<file path="src/rtl/shift_right_ctrl.sv">
// ---------------------------------------------------------------------------
// shift_right_ctrl
//
// Operand/control stage in front of a combinational N-bit logical
// shift-right unit. The operand and the shift amount are captured from a
// shared data bus and driven into the shifter. One cycle after a start
// (EXEC), the shifter output is registered. The registered result and its
// flags are then offered downstream through a valid/ready handshake (DONE).
//
// Optional feature macro: SHIFT_CARRY_FLAG_EN
//   defined     -> flag_carry reports the last bit shifted out of the operand
//   not defined -> flag_carry is tied low and no carry logic is built
//
// Ports
//   clk        : system clock, rising edge
//   rst_n      : asynchronous active-low reset
//   din        : shared data bus (switches)
//   load_a     : strobe, capture din into the operand register
//   load_sh    : strobe, capture din[2:0] into the shift-amount register
//   start      : strobe, launch one shift operation
//   clr        : synchronous clear of operand, amount, result and flags
//   shf_a      : operand to the shifter
//   shf_amt    : shift amount to the shifter
//   shf_out    : combinational result returned by the shifter
//   out_ready  : downstream accepts the result
//   res_valid  : result and flags are valid
//   result     : registered shift result
//   flag_zero  : result is all zeros
//   flag_carry : last bit shifted out
//   busy       : high while in EXEC or DONE
// ---------------------------------------------------------------------------
module shift_right_ctrl #(
    parameter int N = 4
) (
    input  logic         clk,
    input  logic         rst_n,
    input  logic [N-1:0] din,
    input  logic         load_a,
    input  logic         load_sh,
    input  logic         start,
    input  logic         clr,
    output logic [N-1:0] shf_a,
    output logic [2:0]   shf_amt,
    input  logic [N-1:0] shf_out,
    input  logic         out_ready,
    output logic         res_valid,
    output logic [N-1:0] result,
    output logic         flag_zero,
    output logic         flag_carry,
    output logic         busy
);

    typedef enum logic [1:0] {
        IDLE = 2'd0,
        EXEC = 2'd1,
        DONE = 2'd2
    } state_t;

    state_t state;
    logic   carry_next;

`ifdef SHIFT_CARRY_FLAG_EN
    // The last bit shifted out is shf_a[shf_amt-1]. The amount is widened to
    // 4 bits so that amount 0 and amounts above N never match any bit and the
    // flag falls back to 0.
    always_comb begin
        carry_next = 1'b0;
        for (int i = 0; i < N; i++) begin
            if ({1'b0, shf_amt} == 4'(i + 1)) begin
                carry_next = shf_a[i];
            end
        end
    end
`else
    assign carry_next = 1'b0;
`endif

    // Single control FSM. All outputs are registered here. clr outranks
    // every strobe. In IDLE, a start that arrives together with a load is
    // dropped so that the load always lands first.
    always_ff @(posedge clk or negedge rst_n) begin
        if (!rst_n) begin
            state      <= IDLE;
            shf_a      <= '0;
            shf_amt    <= '0;
            result     <= '0;
            flag_zero  <= 1'b0;
            flag_carry <= 1'b0;
            res_valid  <= 1'b0;
            busy       <= 1'b0;
        end else if (clr) begin
            state      <= IDLE;
            shf_a      <= '0;
            shf_amt    <= '0;
            result     <= '0;
            flag_zero  <= 1'b0;
            flag_carry <= 1'b0;
            res_valid  <= 1'b0;
            busy       <= 1'b0;
        end else begin
            case (state)
                IDLE: begin
                    if (load_a) begin
                        shf_a <= din;
                    end
                    if (load_sh) begin
                        shf_amt <= din[2:0];
                    end
                    if (start && !load_a && !load_sh) begin
                        state <= EXEC;
                        busy  <= 1'b1;
                    end
                end
                EXEC: begin
                    result     <= shf_out;
                    flag_zero  <= (shf_out == '0);
                    flag_carry <= carry_next;
                    res_valid  <= 1'b1;
                    state      <= DONE;
                end
                DONE: begin
                    if (out_ready) begin
                        res_valid <= 1'b0;
                        busy      <= 1'b0;
                        state     <= IDLE;
                    end
                end
                default: begin
                    state     <= IDLE;
                    res_valid <= 1'b0;
                    busy      <= 1'b0;
                end
            endcase
        end
    end

endmodule

</file>
<file path="config.mk">
export PLATFORM = sky130hd
export DESIGN_NAME = shift_right_ctrl
export DESIGN_NICKNAME = d
export VERILOG_FILES = /design/src/rtl/shift_right_ctrl.sv
export SDC_FILE = /design/constraint.sdc
export NUM_CORES = 1
export LEC_CHECK = 0
export BUFFER_PORTS_ARGS = -buffer_cell sky130_fd_sc_hd__buf_2
export CELL_PAD_IN_SITES_DETAIL_PLACEMENT = 1
export CELL_PAD_IN_SITES_GLOBAL_PLACEMENT = 2
export CORE_MARGIN = 10
export CORE_UTILIZATION = 31
export CTS_BUF_LIST = sky130_fd_sc_hd__clkbuf_8
export CTS_CLUSTER_SIZE = 28
export DETAILED_ROUTE_END_ITERATION = 10
export GPL_ROUTABILITY_DRIVEN = 1
export GPL_TIMING_DRIVEN = 0
export PLACE_DENSITY = 0.88
export SETUP_SLACK_MARGIN = 0.4
export SYNTH_ARGS = -nofsm -noshare
export SYNTH_HDL_FRONTEND = slang
export SYNTH_SLANG_ARGS = --single-unit
export TNS_END_PERCENT = 5
</file>
<file path="constraint.sdc">
create_clock -name clk -period 2 [get_ports clk]
set_input_delay 0.1 -clock clk [delete_from_list [all_inputs] [get_ports clk]]
set_output_delay 0.1 -clock clk [all_outputs]
set_load 0.01 [all_outputs]
</file>
==> impl_results.md, run 1 <==
* Final Wtd Congestion at 0.642
* Layout area overhead at 35.2%
* DR DRC count at 0
* Nets at 106
* Measured slew at the worst slew-check pin at 0.588 ns
* Relative slew slack at 60.7%
* ANT nets after route at 0
* I/O Buffers at 28
* Worst reg2reg path startpoint: state[0]$_DFFE_PN0P_
* Root Driver: clkbuf_8
* Endpoints failing setup at 0
* Reg2reg setup slack at 0.56 ns
* Fin crit share at 71.8%
* Most frequent cells in the layout: buf_2, dfrtp_1, nor2_1, mux2i_1, clkbuf_8
* GR Overflow Total at 0
* Commonest non-fill, non-tap cell in the layout: buf_2
* Vias/cell at 4.55
* Detailed Route Iter0 Violations at 11
* Hold depth at 2
* Post-CTS resize count at 0
* Vias in the first global route at 578
* Drt pass-1 iters at 4
* Post-synthesis instance total at 57
* PwrDens at 767 nW/um^2
* CP Capture Type: flop
* Largest net degree at the start of global routing at 17
* Worst vdd ir at 0.381 mV
* Max incr delay on CP at 0.54 ns
* Sum Neg Setup Slack at 0 ns
* Synthesis-stage register bit count at 16
* Detail Placement HPWL at 1420 microns
* DP Cell Count at 112
* Slew Viols, Final at 0
* Sequential-to-total area share from yosys stat at 58.9%
* Post-CTS Hold Buffers at 1
* Routed WL per cell at 14.8 microns
* Setup CP Type: flop to flop
* Unique masters post-synth at 17
* Hold Path Class: primary input to flop
* Critical Path AT at 1.55 ns
* CTS Buf Count at 3
* DRT Wirelength at 1740 microns
* Fin Hold WS at 0.0371 ns
* RSZ-0062 raised after global routing: no
* Post-Syn Area at 679 sq um
* Max-capacitance violation count at 0
* Max Clock Skew at 0.00198 ns
* Synth warn at 0
* Max FO, Critical Path at 7
* Pleak at 0.000534 uW
* Clock buffer depth at 2
* Vias at 532
* Die area at 4460 sq um
* Die span in y at 66.8 microns
* FP Rows at 16
* All-Layer GR Usage at 8.43%
* Final core occ at 45.4%
* Clk_lat worst skew at 0.24 ns
* Worst setup SP type: flop
* Worst R2R Path Depth at 3
* # clock sinks at 16
* Min Tclk post-route at 1.44 ns
* Worst Hold Launch: load_a
* RR Endpoint: shf_amt[1]$_DFFE_PN0P_
* Core area at 2020 sq um
* Finished Layout Cells at 117
* Synthesized net count at 72
* Initial antenna violation count at 0
* Status: complete, no violations
* Worst Path Required at 2.11 ns
* Postcts setup bufs at 0
* Crit-path cells: nor3b_1 > mux2i_1 > nor2_1
* Clock slew at reported path FFs at 0.06 ns
* Mean Syn Cell Area at 11.9 sq um
* Hold EP: state[0]$_DFFE_PN0P_
* Htree depth at 1
* CTS tree: built
* CP max stage cell: nor3b_1
* First-pass GRT wire length at 2880 microns
* Chip width at 66.8 microns
* I/O Pins at 30
* Share of layout cells above drive strength 1 at 41.1%
* Achievable frequency at 696 MHz
* Final hold vios at 0
* Initial Util at 33.6%
* ANT cells at 0
## stage by stage
stage | instance area (sq um) | setup slack [ns] | total power [uW]
after floorplan | 679 | 0.737 | 391
after global routing | 918 | 0.437 | 747
after CTS | 918 | 0.533 | 718
final | 918 | 0.564 | 704
after global placement | 853 | 0.554 | 434
after detailed placement | 853 | 0.541 | 436
## Yosys cell counts, drive strengths merged
cell type | number | area [sq um]
a21oi | 1 | 5.00
or2b | 1 | 7.51
dfrtp | 16 | 400
nor2 | 14 | 52.6
or4b | 1 | 10.0
nor4 | 1 | 6.26
nor3b | 2 | 20.0
o21a | 2 | 15.0
mux2i | 12 | 120
conb | 1 | 3.75
a21o | 1 | 8.76
nand2 | 1 | 3.75
buf | 2 | 12.5
nor3 | 1 | 10.0
clkbuf | 1 | 3.75
## report_power, final
group | leakage, uW | switching, uW | internal (uW)
clock network | 0.0000288 | 100 | 174
logic | 0.000287 | 45.9 | 39.3
registers | 0.000218 | 7.83 | 337
total | 0.000534 | 154 | 550
## routing by layer
metal,global-route usage [%],up-vias,wire [microns]
met5,0,-,0
met4,3.93,0,27
met3,2.68,2,106
met2,14.1,15,927
met1,9.44,259,675
li1,-,256,-
## layout make-up
cell class / instances / area (sq um)
fillers: 242 / 1100
flip-flops and latches: 16 / 400
multi-input cells: 38 / 263
repair buffers: 29 / 150
clock buffers: 4 / 55.1
well taps: 27 / 33.8
plain buffers: 3 / 16.3
## worst max-delay path by stage
stage                                        end            startpoint  slack, ns
after floorplan           shf_amt[0]$_DFFE_PN0P_  state[0]$_DFFE_PN0P_       0.74
after global placement    shf_amt[1]$_DFFE_PN0P_  state[0]$_DFFE_PN0P_       0.55
after detailed placement  shf_amt[1]$_DFFE_PN0P_  state[0]$_DFFE_PN0P_       0.54
after CTS                 shf_amt[1]$_DFFE_PN0P_  state[0]$_DFFE_PN0P_       0.53
after global routing      shf_amt[0]$_DFFE_PN0P_  state[0]$_DFFE_PN0P_       0.44
final                     shf_amt[1]$_DFFE_PN0P_  state[0]$_DFFE_PN0P_       0.56
## sequential cells by signal, indices dropped and copies added, names as in the netlist
| register | cells |
|---|---|
| result | 4 |
| shf_a | 4 |
| shf_amt | 3 |
| state | 2 |
| busy | 1 |
| flag_zero | 1 |
| res_valid | 1 |
## critical path, delay by kind of cell, from the launching register on
kind	cells	cell delay [ns]
DFF	1	0.45
and+or+nand+nor	2	0.59
muxes	1	0.27
## cell families (layout without fill, tap and decap cells)
family	count (synthesis)	count (layout)	share of synthesized area, %
AND/OR/NAND/NOR	21	21	16.2
flip-flops	16	16	58.9
multiplexers	12	12	17.7
AO/OA/AOI/OAI	4	4	4.23
buffers and inverters	3	36	2.39
other	1	1	0.552
No activity file was read; power rests on OpenSTA's default activity.
==> run 2: changes to the inputs <==
--- a/config.mk
+++ b/config.mk
@@ -9,13 +9,13 @@
 export CELL_PAD_IN_SITES_DETAIL_PLACEMENT = 1
 export CELL_PAD_IN_SITES_GLOBAL_PLACEMENT = 2
 export CORE_MARGIN = 10
-export CORE_UTILIZATION = 31
+export CORE_UTILIZATION = 26
 export CTS_BUF_LIST = sky130_fd_sc_hd__clkbuf_8
 export CTS_CLUSTER_SIZE = 28
 export DETAILED_ROUTE_END_ITERATION = 10
 export GPL_ROUTABILITY_DRIVEN = 1
 export GPL_TIMING_DRIVEN = 0
-export PLACE_DENSITY = 0.88
+export PLACE_DENSITY = 0.79
 export SETUP_SLACK_MARGIN = 0.4
 export SYNTH_ARGS = -nofsm -noshare
 export SYNTH_HDL_FRONTEND = slang
==> constraint.sdc (replaced) <==
create_clock -name clk -period 1.25 [get_ports clk]
set_input_delay 0.0625 -clock clk [delete_from_list [all_inputs] [get_ports clk]]
set_output_delay 0.0625 -clock clk [all_outputs]
set_load 0.01 [all_outputs]
==> run 2 against run 1 <==
The flow now finishes with violations (setup timing). Fmax up 7.8%. Cell count up 1.7%. Critical path type unchanged. Flip-flop and latch count unchanged. First-iteration DRC count down 9.1%. Largest power group unchanged. Design area up 4.2%.
==> impl_results.md, run 2 (synthesis gave the netlist of run 1 again) <==
* Crit path from: state[1]$_DFFE_PN0P_
* Final Instance Area at 957 sq um
* Initial Util at 27.4%
* CTS tree: built
* Commonest non-fill, non-tap cell in the layout: buf_2
* CP max stage cell: or4b_1
* Initial antenna violation count at 0
* RR Endpoint: busy$_DFFE_PN0P_
* Worst R2R Path Depth at 3
* ANT nets after route at 0
* Most frequent cells in the layout: buf_2, nor2_1, dfrtp_1, mux2i_1, buf_6
* CTS Buf Count at 3
* Die span in y at 71.1 microns
* Final hold vios at 0
* Htree depth at 1
* Vias in the first global route at 612
* I/O Buffers at 28
* Postcts setup bufs at 0
* Largest net degree at the start of global routing at 17
* FP Rows at 18
* Fillers at 277
* Achievable frequency at 750 MHz
* Drt pass-1 iters at 2
* Worst reg2reg path startpoint: state[1]$_DFFE_PN0P_
* Min Tclk post-route at 1.33 ns
* DRT Wirelength at 1890 microns
* Endpoints failing setup at 3
* Sum Neg Setup Slack at -0.0933 ns
* Placed cell area at 862 sq um
* Fin Hold WS at 0.00204 ns
* Worst Path Required at 1.43 ns
* Finished Layout Cells at 119
* Reg2reg setup slack at -0.08 ns
* Final core occ at 38.6%
* Max Clock Skew at 0.00293 ns
* DP Cell Count at 115
* Multi-input gate area at 284 sq um
* Clock buffer depth at 2
* Worst vdd ir at 0.641 mV
* DR DRC count at 0
* All-Layer GR Usage at 7.62%
* Register area at 403 sq um
* Failing checks: setup timing
* CP Capture Type: flop
* Biggest regs: result x4, shf_a x4, shf_amt x3
* Crit-path cells: or4b_1 > nor3_2 > a21o_2
* RSZ-0062 raised after global routing: yes
* GR Overflow Total at 0
* Status: finished, violations left
* Worst Slack Setup Final at -0.0827 ns
* Vias/cell at 4.55
* Routed WL per cell at 15.9 microns
* Slew Viols, Final at 0
* Max incr delay on CP at 0.53 ns
* Setup CP Type: flop to flop
* Die area at 5060 sq um
* Share of layout cells above drive strength 1 at 44.9%
* Final Wtd Congestion at 0.675
* Pleak at 0.000534 uW
* ANT cells at 0
* First-pass GRT wire length at 3040 microns
* I/O Pins at 30
* Detailed Route Iter0 Violations at 10
* Core area at 2480 sq um
* Hold Path Class: primary input to flop
* Clk_lat worst skew at 0.24 ns
* # clock sinks at 16
* Nets at 106
* Layout area overhead at 40.9%
* Chip width at 71.1 microns
* Critical Path End: busy$_DFFE_PN0P_
* Clock slew at reported path FFs at 0.06 ns
* Fin crit share at 107%
* Critical Path AT at 1.52 ns
* Worst setup SP type: flop
* Vias at 542
* PwrDens at 1120 nW/um^2
* Max FO, Critical Path at 6
* Root Driver: clkbuf_8
* Detail Placement HPWL at 1570 microns
* Max-capacitance violation count at 0
[run 2: power breakdown]
group / switching, uW / internal [uW] / total (uW)
registers: 14.4 / 540 / 554
clock network: 157 / 213 / 370
logic: 75.9 / 72.9 / 149
total: 247 / 825 / 1070
[run 2: layout make-up]
cell class,count,share of cell area (%)
Buffer,3,2.35
Clock buffer,3,4.31
Multi-Input combinational cell,38,29.7
Sequential cell,16,42.1
Tap cell,30,3.92
Timing Repair Buffer,29,17.6
[run 2: metal layers]
layer / global-route usage (%) / share of wire [%] / wire length [microns] / vias up
li1: - / - / - / 255
met1: 7.27 / 37 / 709 / 273
met2: 14.4 / 56 / 1070 / 12
met3: 2.09 / 4.9 / 92 / 2
met4: 3.87 / 1.2 / 23 / 0
met5: 0 / 0 / 0 / -
[run 2: metrics by stage]
stage / total power [uW] / setup WS (ns)
floorplan: 627 / 0.0288
global placement: 696 / -0.0827
detailed placement: 702 / -0.0842
CTS: 1090 / -0.0894
global route: 1140 / -0.146
finish: 1070 / -0.0827
[run 2: worst min-delay path by stage]
stage | cells after the start | start | slack [ns] | endpoint
floorplan | 0 | rst_n | -0.23 | busy$_DFFE_PN0P_
global placement | 1 | rst_n | -0.007 | res_valid$_DFFE_PN0P_
detailed placement | 1 | rst_n | -0.005 | state[0]$_DFFE_PN0P_
CTS | 2 | load_a | -0.00003 | state[0]$_DFFE_PN0P_
global route | 2 | load_a | 0.0009 | state[0]$_DFFE_PN0P_
finish | 2 | load_a | 0.002 | state[0]$_DFFE_PN0P_
[run 2: worst max-delay path: cells and delay by family, from the launching register on]
family | cells | cell delay (ns)
DFF | 1 | 0.46
and+or+nand+nor | 2 | 0.70
AOI/OAI and AO/OA | 1 | 0.12
[run 2: timing repair]
item                                    CTS  global route
endpoints found under the setup margin   16            24
resized for setup                         7             3
hold buffers                              1             0
hold endpoints to repair                 17             0
pin swaps                                 3             3
==> run 3: changes to the inputs <==
--- a/config.mk
+++ b/config.mk
@@ -8,6 +8,7 @@
 export BUFFER_PORTS_ARGS = -buffer_cell sky130_fd_sc_hd__buf_2
 export CELL_PAD_IN_SITES_DETAIL_PLACEMENT = 1
 export CELL_PAD_IN_SITES_GLOBAL_PLACEMENT = 2
+export CORE_ASPECT_RATIO = 0.8
 export CORE_MARGIN = 10
 export CORE_UTILIZATION = 26
 export CTS_BUF_LIST = sky130_fd_sc_hd__clkbuf_8
==> run 3 against run 2 <==
The run still ends with setup timing left. Highest routed layer unchanged. Sequential power barely moved. Die area rose by 0.24%. Register-to-register slack improved by 0.03 ns. Critical path depth rose by 1. Clock skew rose by 0.00076 ns. Count of clock-buffer cells in the layout rose by 1. Critical path type unchanged.
==> impl_results.md, run 3 (synthesis gave the netlist of run 1 again) <==
* RSZ-0062 raised after global routing: yes
* Final Wtd Congestion at 0.735
* ANT nets after route at 0
* Vias/cell at 4.19
* All-Layer GR Usage at 8.09%
* Max-capacitance violation count at 0
* Worst Path Required at 1.37 ns
* Worst vdd ir at 0.296 mV
* Part of the power in registers at 47.0%
* Pleak at 0.000566 uW
* Initial Util at 27.6%
* Endpoints failing setup at 11
* Comb pwr share at 14.0%
* Hold Path Class: primary input to flop
* Worst Slack Setup Final at -0.0480 ns
* Setup WS pre-CTS at -0.162 ns
* Clk_lat worst skew at 0.25 ns
* Min Tclk post-route at 1.30 ns
* Switching power at 276 uW
* Drt pass-1 iters at 3
* Vias at 541
* Clock buffer depth at 2
* Routed WL per cell at 15.4 microns
* Initial antenna violation count at 0
* Tot Pwr at 1180 uW
* Nets at 109
* Most frequent cells in the layout: buf_2, nor2_1, dfrtp_1, mux2i_1, buf_6
* PwrDens at 1140 nW/um^2
* Failing checks: setup timing
* Vias in the first global route at 591
* Largest net degree at the start of global routing at 17
* Max Clock Skew at 0.00369 ns
* Detailed Route Iter0 Violations at 9
* Internal at 903 uW
* FP Rows at 16
* Biggest regs: result x4, shf_a x4, shf_amt x3
* Fillers at 289
* Setup CP Type: flop to flop
* DRT Wirelength at 1990 microns
* Net Sw Frac at 23.4%
* CTS tree: built
* Final core occ at 42.0%
* ANT cells at 0
* Layout area overhead at 52.1%
* Max FO, Critical Path at 5
* CP Capture Type: flop
* Fin crit share at 104%
* Share of layout cells above drive strength 1 at 47.3%
* Final hold vios at 0
* I/O Buffers at 28
* # clock sinks at 16
* I/O Pins at 30
* Critical Path AT at 1.42 ns
* GR Overflow Total at 0
* Clock share of power at 39.0%
* First-pass GRT wire length at 3170 microns
* Core area at 2460 sq um
* Achievable frequency at 770 MHz
* Commonest non-fill, non-tap cell in the layout: buf_2
* Chip width at 77.2 microns
* CTS Buf Count at 3
* Die span in y at 65.7 microns
* Status: finished, violations left
* Slew Viols, Final at 0
* DR DRC count at 0
* Htree depth at 1
* Worst setup SP type: flop
* Die area at 5070 sq um
* Root Driver: clkbuf_8
* Clock slew at reported path FFs at 0.07 ns
## run 3: worst paths after layout
check / startpoint / to / slack, ns / cells past startpoint
min: load_a / state[0]$_DFFE_PN0P_ / 0.008 / 2
min in group asynchronous: rst_n / res_valid$_DFFE_PN0P_ / 0.27 / 2
max reg2reg: state[0]$_DFFE_PN0P_ / shf_amt[2]$_DFFE_PN0P_ / -0.05 / 4
max in group asynchronous: rst_n / state[0]$_DFFE_PN0P_ / 0.68 / 2
min reg2reg: busy$_DFFE_PN0P_ / busy$_DFFE_PN0P_ / 0.48 / 1
max: state[0]$_DFFE_PN0P_ / shf_amt[2]$_DFFE_PN0P_ / -0.05 / 4
## run 3: cell type report
cell class | count | area, sq um | share of cell area, %
repair buffers | 32 | 218 | 21.1
flip-flops and latches | 16 | 403 | 39.0
clock buffers | 4 | 55.1 | 5.33
well taps | 36 | 45.0 | 4.36
plain buffers | 3 | 22.5 | 2.18
multi-input cells | 38 | 290 | 28.1
## run 3: metal layers
metal  GRT usage, %  routed length [microns]  vias to the layer above
met5              0                        0                        -
met4           5.45                       44                        0
met3           2.45                       68                        4
met2           12.6                      934                       16
met1           9.49                      938                      261
li1               -                        -                      260
## run 3: repair_timing
item | CTS | global route
hold buffers | 1 | 0
gates cloned | 0 | 0
buffers inserted | 2 | 1
pin swaps | 1 | 1
endpoints found under the setup margin | 19 | 30
resized for setup | 7 | 9
endpoints found under the hold margin | 16 | 0
## run 3: stage by stage
| stage | std cells | hold WS [ns] | TNS, ns | instance area (sq um) |
|---|---|---|---|---|
| 6_report | 129 | 0.00760 | -0.234 | 1030 |
| 2_1_floorplan | 57 | -0.233 | 0 | 684 |
| 4_1_cts | 128 | 0.00181 | -0.453 | 975 |
| 3_5_place_dp | 121 | 0.00128 | -0.654 | 870 |
| 3_3_place_gp | 121 | -0.00185 | -0.324 | 870 |
| 5_1_grt | 129 | 0.0160 | -1.08 | 1030 |
## run 3: power by group through the flow
stage / Sequential, uW / Combinational [uW] / Clock [uW]
after floorplan: 570 / 56.6 / 0
after global placement: 561 / 135 / 0
after detailed placement: 562 / 139 / 0
after CTS: 552 / 153 / 473
after global routing: 557 / 183 / 506
final: 554 / 165 / 460
## run 3: critical path: stages, from the launching register on
cell	delay [ns]
dfrtp_2	0.45
buf_6	0.14
nor3b_4	0.28
mux2i_1	0.23
nor2_1	0.06
